===== src/rtl/addsub_regs_pkg.sv =====
// rtl/addsub_regs_pkg.sv - register map, response codes and FSM states for addsub_axil_regs
package addsub_regs_pkg;

    // Byte offsets of the register map (only bits [15:2] are decoded)
    localparam logic [15:0] ADDR_ID      = 16'h0000;
    localparam logic [15:0] ADDR_CTRL    = 16'h1000;
    localparam logic [15:0] ADDR_OPERAND = 16'h1004;
    localparam logic [15:0] ADDR_STATUS  = 16'h1008;
    localparam logic [15:0] ADDR_SCRATCH = 16'h100C;
    localparam logic [15:0] ADDR_ADD_CNT = 16'h1010;
    localparam logic [15:0] ADDR_SUB_CNT = 16'h1014;

    // Word indices as seen by the decoder
    localparam logic [13:0] IDX_ID      = ADDR_ID[15:2];
    localparam logic [13:0] IDX_CTRL    = ADDR_CTRL[15:2];
    localparam logic [13:0] IDX_OPERAND = ADDR_OPERAND[15:2];
    localparam logic [13:0] IDX_STATUS  = ADDR_STATUS[15:2];
    localparam logic [13:0] IDX_SCRATCH = ADDR_SCRATCH[15:2];
    localparam logic [13:0] IDX_ADD_CNT = ADDR_ADD_CNT[15:2];
    localparam logic [13:0] IDX_SUB_CNT = ADDR_SUB_CNT[15:2];

    localparam logic [31:0] ID_VALUE = 32'h41445342;

    localparam logic [1:0] RESP_OKAY   = 2'b00;
    localparam logic [1:0] RESP_SLVERR = 2'b10;

    typedef enum logic [1:0] {
        W_IDLE,
        W_HAVE_ADDR,
        W_HAVE_DATA,
        W_RESP
    } w_state_e;

    typedef enum logic {
        R_IDLE,
        R_DATA
    } r_state_e;

endpackage


===== src/rtl/addsub_axil_regs.sv =====
// rtl/addsub_axil_regs.sv - AXI4-Lite register block for the add/sub calculator
//
// Optional feature macro: ADDSUB_STATS_EN (adds ADD_CNT / SUB_CNT event counters).
//
// Ports:
//   axil_aclk, axil_arst        clock, synchronous active-high reset
//   s_axil_aw* / s_axil_w*      write address / write data channels (full-word writes)
//   s_axil_b*                   write response channel
//   s_axil_ar* / s_axil_r*      read address / read data channels
//   ctrl_enable, ctrl_force_sub CTRL[0], CTRL[1]
//   operand                     OPERAND register
//   status                      datapath status word, sampled every cycle
//   add_evt, sub_evt            one-cycle operation pulses (counted with ADDSUB_STATS_EN)
module addsub_axil_regs
    import addsub_regs_pkg::*;
#(
    parameter int          ADDR_W   = 32,
    parameter logic [31:0] CTRL_RST = 32'h0
) (
    input  logic              axil_aclk,
    input  logic              axil_arst,

    input  logic              s_axil_awvalid,
    output logic              s_axil_awready,
    input  logic [ADDR_W-1:0] s_axil_awaddr,

    input  logic              s_axil_wvalid,
    output logic              s_axil_wready,
    input  logic [31:0]       s_axil_wdata,

    output logic              s_axil_bvalid,
    output logic [1:0]        s_axil_bresp,
    input  logic              s_axil_bready,

    input  logic              s_axil_arvalid,
    output logic              s_axil_arready,
    input  logic [ADDR_W-1:0] s_axil_araddr,

    output logic              s_axil_rvalid,
    output logic [31:0]       s_axil_rdata,
    output logic [1:0]        s_axil_rresp,
    input  logic              s_axil_rready,

    output logic              ctrl_enable,
    output logic              ctrl_force_sub,
    output logic [31:0]       operand,

    input  logic [31:0]       status,
    input  logic              add_evt,
    input  logic              sub_evt
);

    w_state_e    w_state_q, w_state_d;
    r_state_e    r_state_q, r_state_d;

    logic [13:0] aw_idx_q;
    logic [31:0] wdata_q;
    logic [1:0]  bresp_q;
    logic [31:0] rdata_q;
    logic [1:0]  rresp_q;

    logic [1:0]  ctrl_q;
    logic [31:0] operand_q;
    logic [31:0] status_q;
    logic [31:0] scratch_q;

    logic        wr_fire;
    logic [13:0] wr_idx;
    logic [31:0] wr_data;
    logic [1:0]  wr_resp;
    logic [31:0] rd_data;
    logic [1:0]  rd_resp;

`ifdef ADDSUB_STATS_EN
    logic [31:0] add_cnt_q;
    logic [31:0] sub_cnt_q;
`endif

    // Channel handshakes are masked during reset so nothing is accepted or
    // presented in the reset cycle, whatever state the FSMs were in.
    assign s_axil_awready = !axil_arst && (w_state_q == W_IDLE || w_state_q == W_HAVE_DATA);
    assign s_axil_wready  = !axil_arst && (w_state_q == W_IDLE || w_state_q == W_HAVE_ADDR);
    assign s_axil_bvalid  = !axil_arst && (w_state_q == W_RESP);
    assign s_axil_bresp   = bresp_q;
    assign s_axil_arready = !axil_arst && (r_state_q == R_IDLE);
    assign s_axil_rvalid  = !axil_arst && (r_state_q == R_DATA);
    assign s_axil_rdata   = rdata_q;
    assign s_axil_rresp   = rresp_q;

    assign ctrl_enable    = ctrl_q[0];
    assign ctrl_force_sub = ctrl_q[1];
    assign operand        = operand_q;

    // Write FSM: the completing handshake selects address/data from either the
    // live bus or the half captured earlier.
    always_comb begin
        w_state_d = w_state_q;
        wr_fire   = 1'b0;
        wr_idx    = aw_idx_q;
        wr_data   = wdata_q;
        case (w_state_q)
            W_IDLE: begin
                if (s_axil_awvalid && s_axil_wvalid) begin
                    wr_fire = 1'b1;
                    wr_idx  = s_axil_awaddr[15:2];
                    wr_data = s_axil_wdata;
                end else if (s_axil_awvalid) begin
                    w_state_d = W_HAVE_ADDR;
                end else if (s_axil_wvalid) begin
                    w_state_d = W_HAVE_DATA;
                end
            end
            W_HAVE_ADDR: begin
                if (s_axil_wvalid) begin
                    wr_fire = 1'b1;
                    wr_data = s_axil_wdata;
                end
            end
            W_HAVE_DATA: begin
                if (s_axil_awvalid) begin
                    wr_fire = 1'b1;
                    wr_idx  = s_axil_awaddr[15:2];
                end
            end
            W_RESP: begin
                if (s_axil_bready) begin
                    w_state_d = W_IDLE;
                end
            end
            default: w_state_d = W_IDLE;
        endcase
        if (wr_fire) begin
            w_state_d = W_RESP;
        end
    end

    always_comb begin
        wr_resp = RESP_OKAY;
        case (wr_idx)
            IDX_CTRL, IDX_OPERAND, IDX_SCRATCH: wr_resp = RESP_OKAY;
`ifdef ADDSUB_STATS_EN
            IDX_ADD_CNT, IDX_SUB_CNT:           wr_resp = RESP_OKAY;
`endif
            default:                            wr_resp = RESP_SLVERR;
        endcase
    end

    always_comb begin
        r_state_d = r_state_q;
        case (r_state_q)
            R_IDLE:  if (s_axil_arvalid) r_state_d = R_DATA;
            R_DATA:  if (s_axil_rready)  r_state_d = R_IDLE;
            default: r_state_d = R_IDLE;
        endcase
    end

    // Read mux sees register values before any same-edge write lands.
    always_comb begin
        rd_data = 32'h0;
        rd_resp = RESP_OKAY;
        case (s_axil_araddr[15:2])
            IDX_ID:      rd_data = ID_VALUE;
            IDX_CTRL:    rd_data = {30'h0, ctrl_q};
            IDX_OPERAND: rd_data = operand_q;
            IDX_STATUS:  rd_data = status_q;
            IDX_SCRATCH: rd_data = scratch_q;
`ifdef ADDSUB_STATS_EN
            IDX_ADD_CNT: rd_data = add_cnt_q;
            IDX_SUB_CNT: rd_data = sub_cnt_q;
`endif
            default:     rd_resp = RESP_SLVERR;
        endcase
    end

    always_ff @(posedge axil_aclk) begin
        if (axil_arst) begin
            w_state_q <= W_IDLE;
            r_state_q <= R_IDLE;
            aw_idx_q  <= 14'h0;
            wdata_q   <= 32'h0;
            bresp_q   <= RESP_OKAY;
            rdata_q   <= 32'h0;
            rresp_q   <= RESP_OKAY;
            ctrl_q    <= CTRL_RST[1:0];
            operand_q <= 32'h0;
            status_q  <= 32'h0;
            scratch_q <= 32'h0;
        end else begin
            w_state_q <= w_state_d;
            r_state_q <= r_state_d;
            status_q  <= status;
            if (s_axil_awvalid && s_axil_awready) begin
                aw_idx_q <= s_axil_awaddr[15:2];
            end
            if (s_axil_wvalid && s_axil_wready) begin
                wdata_q <= s_axil_wdata;
            end
            if (wr_fire) begin
                bresp_q <= wr_resp;
                case (wr_idx)
                    IDX_CTRL:    ctrl_q    <= wr_data[1:0];
                    IDX_OPERAND: operand_q <= wr_data;
                    IDX_SCRATCH: scratch_q <= wr_data;
                    default:     ;
                endcase
            end
            if (s_axil_arvalid && s_axil_arready) begin
                rdata_q <= rd_data;
                rresp_q <= rd_resp;
            end
        end
    end

`ifdef ADDSUB_STATS_EN
    // Saturating event counters; a write clear beats a same-cycle event.
    always_ff @(posedge axil_aclk) begin
        if (axil_arst) begin
            add_cnt_q <= 32'h0;
            sub_cnt_q <= 32'h0;
        end else begin
            if (wr_fire && wr_idx == IDX_ADD_CNT) begin
                add_cnt_q <= 32'h0;
            end else if (add_evt && add_cnt_q != 32'hFFFF_FFFF) begin
                add_cnt_q <= add_cnt_q + 32'd1;
            end
            if (wr_fire && wr_idx == IDX_SUB_CNT) begin
                sub_cnt_q <= 32'h0;
            end else if (sub_evt && sub_cnt_q != 32'hFFFF_FFFF) begin
                sub_cnt_q <= sub_cnt_q + 32'd1;
            end
        end
    end

    logic unused_inputs;
    assign unused_inputs = ^{s_axil_awaddr, s_axil_araddr, wr_data};
`else
    logic unused_inputs;
    assign unused_inputs = ^{s_axil_awaddr, s_axil_araddr, wr_data, add_evt, sub_evt};
`endif

endmodule


===== config.mk =====
export PLATFORM = sky130hd
export DESIGN_NAME = addsub_axil_regs
export DESIGN_NICKNAME = d
export VERILOG_FILES = /design/src/rtl/addsub_regs_pkg.sv /design/src/rtl/addsub_axil_regs.sv
export SDC_FILE = /design/constraint.sdc
export NUM_CORES = 1
export LEC_CHECK = 0
export ABC_AREA = 0
export CELL_PAD_IN_SITES_DETAIL_PLACEMENT = 0
export CELL_PAD_IN_SITES_GLOBAL_PLACEMENT = 1
export CORE_UTILIZATION = 36
export DETAILED_ROUTE_END_ITERATION = 10
export PLACE_DENSITY_LB_ADDON = 0.1
export SLEW_MARGIN = 20
export SYNTH_ARGS = -nofsm -noshare
export SYNTH_HDL_FRONTEND = slang
export SYNTH_SLANG_ARGS = --single-unit

===== constraint.sdc =====
create_clock -name axil_aclk -period 2.8 [get_ports axil_aclk]
set_clock_uncertainty 0.2 [all_clocks]
set_input_delay 0.28 -clock axil_aclk [delete_from_list [all_inputs] [get_ports axil_aclk]]
set_output_delay 0.28 -clock axil_aclk [all_outputs]
set_load 0.03 [all_outputs]

Word level (Yosys, flattened, before mapping)
Index checks and enable logic that the tools add are counted.
- flip-flop bits (word level): 183
- bits of input ports: 137
- output and inout port bits: 75
- equal/unequal tests: 13
- mux-type cells: 22
- bitwise gates (word level): 1
- reduce and logical (&&, ||, !) cells: 21
- operators with widths (kind ; number):
    one-hot mux 32 bit (5 select lines) ; 1
    equality test 14 x 11 -> 1 bit, second input constant ; 7
    2-to-1 mux 32 bit ; 2
    one-hot mux 32 bit (2 select lines) ; 1
    2-to-1 mux 14 bit ; 2
    one-hot mux 14 bit (2 select lines) ; 1
    zero test 14 bit ; 1
    2-to-1 mux 2 bit ; 7
    logical AND 1 bit ; 9
    != test 3 bit, second input constant ; 2
    AND reduction 2 bit ; 3
    2-to-1 mux 1 bit ; 5
    OR reduction 5 bit ; 1
    equality test 2 bit, second input constant ; 2
    != test 4 bit, second input constant ; 1
    one-hot mux 2 bit (2 select lines) ; 1
    AND reduction 4 bit ; 1
    one-hot mux 1 bit (3 select lines) ; 1
    nonzero test 3 bit ; 1
    OR reduction 3 bit ; 1
    equality test 2 x 1 -> 1 bit, second input constant ; 1
    zero test 2 bit ; 1
    logical OR 1 bit ; 2
    one-hot mux 1 bit (2 select lines) ; 1
    other kinds (2) ; 2

Longest topological paths before layout
Gate-level depths: netlist (run 1).
- depth in word-level cells: 6
- depth in mapped cells: 9

Worst setup path after synthesis (run 1)
No wires, ideal clock.
- kind: input -> register
- from: input axil_arst
- to: register rdata_q[27], in the netlist s_axil_rdata[27]
- setup time: 0.074 ns
- data arrival time: 1.897 ns
- required time: 2.526 ns
- path slack: 0.628 ns
- stages on the path: 8
- path buffers: 3
- cell sequence: clkbuf_1 > nor2_1 > and2_1 > clkbuf_1 > o21ai_1 > or2_1 > clkbuf_1 > o21ai_0
- word-level cells in the longest chain between the ends: 3
- ends and longest elaborated chain (what ; RTL line ; RTL):
    start, declared ; addsub_axil_regs.sv:21 ; input logic axil_arst,
    zero test 1 bit ; addsub_axil_regs.sv:85 ; assign s_axil_arready = !axil_arst && (r_state_q == R_IDLE);
    logical AND 1 bit ; addsub_axil_regs.sv:85 ;
    net s_axil_arready ; addsub_axil_regs.sv:36 ; output logic s_axil_arready,
    logical AND 1 bit ; addsub_axil_regs.sv:207 ; if (s_axil_arvalid && s_axil_arready) begin
    end signal, assigned ; addsub_axil_regs.sv:208 ; rdata_q <= rd_data;
    end, declared ; addsub_axil_regs.sv:59 ; logic [31:0] rdata_q;
The timed path passes the listed nets, and every way through them passes these cells.
A chain may end at the register's enable or synchronous reset.

Worst setup path in the final report (run 1)
- from: input axil_arst
- to: output s_axil_wready
- word-level cells in the longest chain between the ends: 2
- ends and longest elaborated chain (what ; RTL line ; RTL):
    zero test 1 bit ; addsub_axil_regs.sv:82 ; assign s_axil_wready = !axil_arst && (w_state_q == W_IDLE || w_state_q == W_HAVE_ADDR);
    logical AND 1 bit ; addsub_axil_regs.sv:82 ;
    end, declared ; addsub_axil_regs.sv:28 ; output logic s_axil_wready,
No other way between the ends.

==> results of run 1 <==
-- worst register-to-register path, stage by stage (launching register included) --
cell and delay, ns:
dfxtp_1 0.50, nor2_1 0.15, nor2_4 0.51, buf_12 0.26, mux2i_1 0.42, a211oi_1 0.14
-- flip-flops by register name (all words and copies together) (netlist names) --
register,count
s_axil_rresp,1
r_state_q,1
scratch_q,32
operand,32
s_axil_rdata,32
ctrl_q,2
status_q,32
wdata_q,32
aw_idx_q,14
w_state_q,2
s_axil_bresp,1
-- kinds of logic (layout without fill, tap and decap cells) --
logic type             Yosys count  in the layout
AO/OA/AOI/OAI                  238            238
AND/OR/NAND/NOR                227            227
buffers and inverters           82            238
flip-flops                     181            181
other                            1              2
multiplexers                    66             66
-- power groups by stage --
stage                     Combinational [µW]  Sequential [µW]  Clock (µW)
after CTS                                640             2680        2360
after global routing                     684             2690        2480
final                                    638             2680        2320
after global placement                   624             2740           0
after detailed placement                 636             2740           0
after floorplan                          334             2740           0
-- metrics by stage --
step,hold WS (ns),std cells
6_report,0.196,1222
5_1_grt,0.182,1222
4_1_cts,0.180,1222
3_5_place_dp,0.244,1189
3_3_place_gp,0.235,1188
2_1_floorplan,0.179,796
-- final cells by class --
type	count	area, µm²	area share
clock inverter	14	131	0.0130
sequential	181	3620	0.359
timing repair buffer	203	2020	0.201
tap	270	338	0.0335
inverter	3	11.3	0.00112
multi-input combinational	533	3520	0.349
clock buffer	18	439	0.0435
-- cells in the final DEF (no fill, tap or decap), types with 3 or more instances in the layout --
cell type          n
nand3_1           33
o21ai_0           15
nand2_1          116
buf_12             6
a31oi_1           66
o21ai_1            8
nor2_1            11
a211oi_2          16
and3_1             4
nor2b_1           35
nor3b_1            4
a21oi_1           29
clkinvlp_4         3
dfxtp_1          181
buf_4             27
mux2i_1           65
a211oi_1          50
inv_6              5
nor3_1             3
clkdlybuf4s50_1  169
a2bb2oi_1         21
inv_8              5
clkbuf_16         17
o22ai_1           11
a21o_1             4
nor4_1             6
nor2_4             3
a22o_1            10
-- metal layers --
metal,GRT usage,up-vias
met1,0.303,3095
met4,0.0797,0
met2,0.320,250
met3,0.0409,27
li1,-,3196
met5,0,-
-- worst max-delay path by stage --
stage	startpoint	endpoint	cells past startpoint
after floorplan	axil_arst	s_axil_rdata[27]	8
final	axil_arst	s_axil_wready	5
after global placement	s_axil_wvalid	operand[18]	5
after detailed placement	s_axil_awaddr[15]	operand[12]	6
after global routing	axil_arst	s_axil_wready	5
after CTS	axil_arst	s_axil_awready	5
-- repair_timing --
item,4_1_cts,5_1_grt
endpoints found under the hold margin,4,0
hold buffers,1,0
gates resized for setup,0,0
==> out/qor.yml, run 1 <==
min_path:
  hold-path-cell-count: 2
  hp-class: "in2reg"
  min_to: "status_q[20]"
  hold_path_startpoint: "status[20]"
worst_setup_path:
  path_common_cell: "buf_4"
  timing.critical_path.max_delay_family: "buffers and inverters"
  worst_ep_arrival_time_ns: 1.99
  slowest_cell_on_crit_path: "clkdlybuf4s50_1"
  regToRegStartpoint: "w_state_q[0]"
  crit_path_max_fanout: 13
  timing.critical_path.from_type: "primary input"
  timing.setup.critical_path_class: "in2out"
  worst_path_largest_cell_delay_ns: 0.68
  cp.buffers_inverters: 4
  worst-endpoint-required_ns: 2.32
  timing.reg2reg.worst_path_depth: 5
  rr_endpoint: "operand[18]"
  reg2reg_setup_slack_ns: 0.46
  crit_chain: "dlygate4sd3_1, buf_4, buf_4, nor2_1, clkdlybuf4s50_1"
  endpoint_type_of_the_worst_setup_path: "output port"
layout:
  drive_gt1_frac: 0.0987
  antenna-diode-count: 0
  final_net_count: 1076
  finalInstanceArea_um2: 10100
  utilization: 0.495
  n_fill_cell: 1897
  syn_to_final_growth_pct: 34.4
yosys:
  async_reset_ff_frac: 0
  synthCells: 795
  synth.yosys.warnings: 0
  post_synth_instance_area_um2: 7500
  post-synth-top-count-cell: "dfxtp_1"
  ys_dominant_reg_cell: "dfxtp_1"
  proportion_of_netlist_area_held_by_the_largest_area_contributor: 0.483
  synth_area_leaders: "dfxtp_1 (48%), mux2i_1 (8.8%), nand2_1 (5.8%)"
  dominant_combinational_cell_family_by_area_after_synthesis: "compound AO/OA/AOI/OAI gates"
  synth_top_cell_by_area: "dfxtp_1"
  synth_edf_count: 0
  complex_gate_fraction_of_the_synthesized_area: 0.226
  yosysSeqAreaShare: 0.483
  synth_mux_area_frac: 0.0881
  synth.cells.most_frequent: "dfxtp_1 (181), nand2_1 (116), a31oi_1 (66), mux2i_1 (66), a211oi_1 (51)"
  synthAdderAreaFrac: 0
  yosys.area_share.simple: 0.146
  ys_seq_elements: 181
  synth.avg_cell_area_um2: 9.44
  yosys.area_share.xor_xnor: 0
  netlist-cell-type-count: 47
route:
  detail-route-antenna-nets: 0
  vias_per_cell: 5.37
  dr.max_layer_used: "met4"
  wl_met3_mm: 1.43
  drc_errors: 0
  detailroute.wirelength.met2_mm: 9.85
  routed_wl_mm: 22.5
  drt_iter0_drc: 404
  drt_pre_antenna_iters: 5
  detail_route.wl_per_cell_um: 18.4
  drt-met1-wl_mm: 10.8
  route.vias.total: 6568
power:
  power.share.combinational: 0.113
  p_int_uw: 4130
  seq_power_share: 0.476
  p_leak_uw: 0.00356
  power.density_cell_area_nw_per_um2: 560
  power.switching_uw: 1510
  clkPwrFrac: 0.411
  max-vdd-ir-drop_uv: 362
  sw_share: 0.268
  power.total_uw: 5640
clock_network:
  cts-htree-levels: 4
  clk_root_buffer_cell: "clkbuf_16"
  clock_latency_on_the_worst_skew_pair_ns: 0.43
  clk_path_buf_depth: 2
  cts_tree: "built"
  cts_post_setup_buffers_inserted: 0
  cts.reportedPaths.clkPinSlew_ns: 0.07
  number_of_cts_inserted_buffers: 17
  clock_sink_count: 181
global_routing:
  groute.usage.overall: 0.214
  antenna_found_initial: 0
  global_route_wire_length_before_repair_mm: 35.4
  grt_pass1_vias: 6460
  overflow: 0
  grt_max_degree: 64
floorplan:
  initial_utilization: 0.368
  die-area_um2: 21400
  die_w_um: 146
  pin_count: 212
  floorplan.rows: 52
  die_y_um: 146
  design.core.area_um2: 20400
place:
  final_weighted_congestion_of_routability_driven_global_placement: 0.766
  hpwl_mm: 15.8
  placedInstanceArea_um2: 9510
  io_buffer_count: 171
  post-place-ws_ns: 0.0821
timing:
  hold_violations: 0
  slew_headroom: 0.510
  fmax_mhz: 405
  setup_violations: 0
  layout_min_cycle_time_ns: 2.47
  final_count_of_pins_violating_max_slew: 0
  rsz_0062_raised_after_global_routing: "no"
  layout_setup_ws_ns: 0.331
  final_min_period_over_clock_period: 0.882
  setup_total_negative_slack_ns: 0
  max_slew.worst_pin.slew_ns: 0.733
status:
  status: "finished clean"
flow_run:
  max-cap-violations: 0
(Power assumes the default switching activity.)
==> run 2, diff against run 1 <==
- GPL_ROUTABILITY_DRIVEN: not set -> 0
- SLEW_MARGIN: 20 -> not set
==> out/qor.yml, run 2 (synthesized netlist as in run 1, its figures left out) <==
status:
  status: "finished clean"
clock_network:
  cts_tree: "built"
  clock_sink_count: 181
  cts-htree-levels: 4
  post_cts_resized: 0
  cts.reportedPaths.clkPinSlew_ns: 0.07
  number_of_cts_inserted_buffers: 17
  cts_post_setup_buffers_inserted: 0
  clk_path_buf_depth: 2
  clock_latency_on_the_worst_skew_pair_ns: 0.44
  clk_root_buffer_cell: "clkbuf_16"
floorplan:
  die-area_um2: 21400
  design.core.area_um2: 20400
  initial_utilization: 0.368
  die_w_um: 146
  die_y_um: 146
  pin_count: 212
  floorplan.rows: 52
worst_setup_path:
  crit_chain: "nor2_1, nor2_4, mux2i_1, a211oi_1"
  reg2reg_setup_slack_ns: 0.21
  timing.setup.critical_path_class: "reg2reg"
  worst_ep_arrival_time_ns: 2.74
  timing.critical_path.from_type: "register"
  slowest_cell_on_crit_path: "nor2_4"
  endpoint_type_of_the_worst_setup_path: "register"
  worst_path_largest_cell_delay_ns: 0.96
  timing.reg2reg.worst_path_depth: 4
  regToRegStartpoint: "w_state_q[0]"
  rr_endpoint: "scratch_q[17]"
  worst-endpoint-required_ns: 2.94
  crit_path_max_fanout: 32
route:
  route.vias.total: 6558
  drc_errors: 0
  detail-route-antenna-nets: 0
  drt_pre_antenna_iters: 5
  detail_route.wl_per_cell_um: 18.6
  vias_per_cell: 5.37
  drt_iter0_drc: 352
  routed_wl_mm: 22.7
timing:
  hold-worst-slack_ns: 0.195
  max_slew.worst_pin.slew_ns: 1.26
  layout_setup_ws_ns: 0.208
  final_min_period_over_clock_period: 0.926
  slew_headroom: 0.156
  layout_min_cycle_time_ns: 2.59
  final_count_of_pins_violating_max_slew: 0
  fmax_mhz: 386
  hold_violations: 0
  setup_violations: 0
  rsz_0062_raised_after_global_routing: "no"
place:
  post-place-ws_ns: -0.0963
  hpwl_mm: 15.8
  placedInstanceArea_um2: 9480
  io_buffer_count: 171
global_routing:
  overflow: 0
  grt_max_degree: 64
  antenna_found_initial: 0
  global_route_wire_length_before_repair_mm: 35.5
  grt_pass1_vias: 6466
  groute.usage.overall: 0.214
min_path:
  hp-class: "in2reg"
  min_to: "status_q[15]"
  hold-path-cell-count: 2
  hold_path_startpoint: "status[15]"
power:
  power.density_cell_area_nw_per_um2: 560
  max-vdd-ir-drop_uv: 364
  p_leak_uw: 0.00355
layout:
  final_cell_mix: "dfxtp_1 (181), clkdlybuf4s50_1 (169), nand2_1 (116), a31oi_1 (66), mux2i_1 (65)"
  finalInstanceArea_um2: 10100
  antenna-diode-count: 0
  drive_gt1_frac: 0.0978
  syn_to_final_growth_pct: 34.1
  final_net_count: 1075
  mostFrequentLayoutCell: "dfxtp_1"
flow_run:
  max-cap-violations: 0
==> run 2: worst max-delay path by stage <==
stage | start | to | slack [ns]
2_1_floorplan | axil_arst | s_axil_rdata[27] | 0.63
3_3_place_gp | s_axil_wvalid | operand[18] | -0.03
3_5_place_dp | s_axil_wvalid | operand[18] | -0.1
4_1_cts | w_state_q[0] | operand[18] | 0.19
5_1_grt | w_state_q[0] | operand[16] | 0.02
6_report | w_state_q[0] | scratch_q[17] | 0.21
==> run 2: metrics by stage <==
stage                     std cells  power, µW   util  setup TNS (ns)
final                          1221       5630  0.494               0
after global routing           1221       5840  0.494               0
after CTS                      1221       5690  0.494               0
after detailed placement       1188       3380  0.466          -0.544
after global placement         1188       3370  0.466          -0.123
after floorplan                 796       3070      -               0
==> run 2: power breakdown <==
part	total, µW	switching [µW]	internal [µW]
clock	2320	1110	1200
sequential	2690	37.8	2650
combinational	634	359	275
total	5630	1510	4130
==> run 2: layer usage <==
metal | routed length (µm) | global-route usage
met1 | 10700 | 0.298
met2 | 10100 | 0.330
met3 | 1510 | 0.0459
met4 | 274 | 0.0625
met5 | 0 | 0
==> run 2: layout make-up <==
type | count | area (µm²)
fillers | 1885 | 10300
flip-flops and latches | 181 | 3620
multi-input cells | 533 | 3510
repair buffers | 202 | 2000
clock buffers | 18 | 439
well taps | 270 | 338
clock inverters | 14 | 130
inverters | 3 | 11.3
==> run 2: what timing repair did <==
| item | CTS | global route |
|---|---|---|
| setup endpoints to repair | 0 | 0 |
| hold buffers | 1 | 0 |
| hold endpoints to repair | 4 | 0 |
==> run 2: worst max-delay path: cells and delay by family, from the launching register on <==
kind | cells | cell delay (ns)
flops | 1 | 0.50
simple gates | 2 | 1.11
compound gates | 1 | 0.30
mux | 1 | 0.34
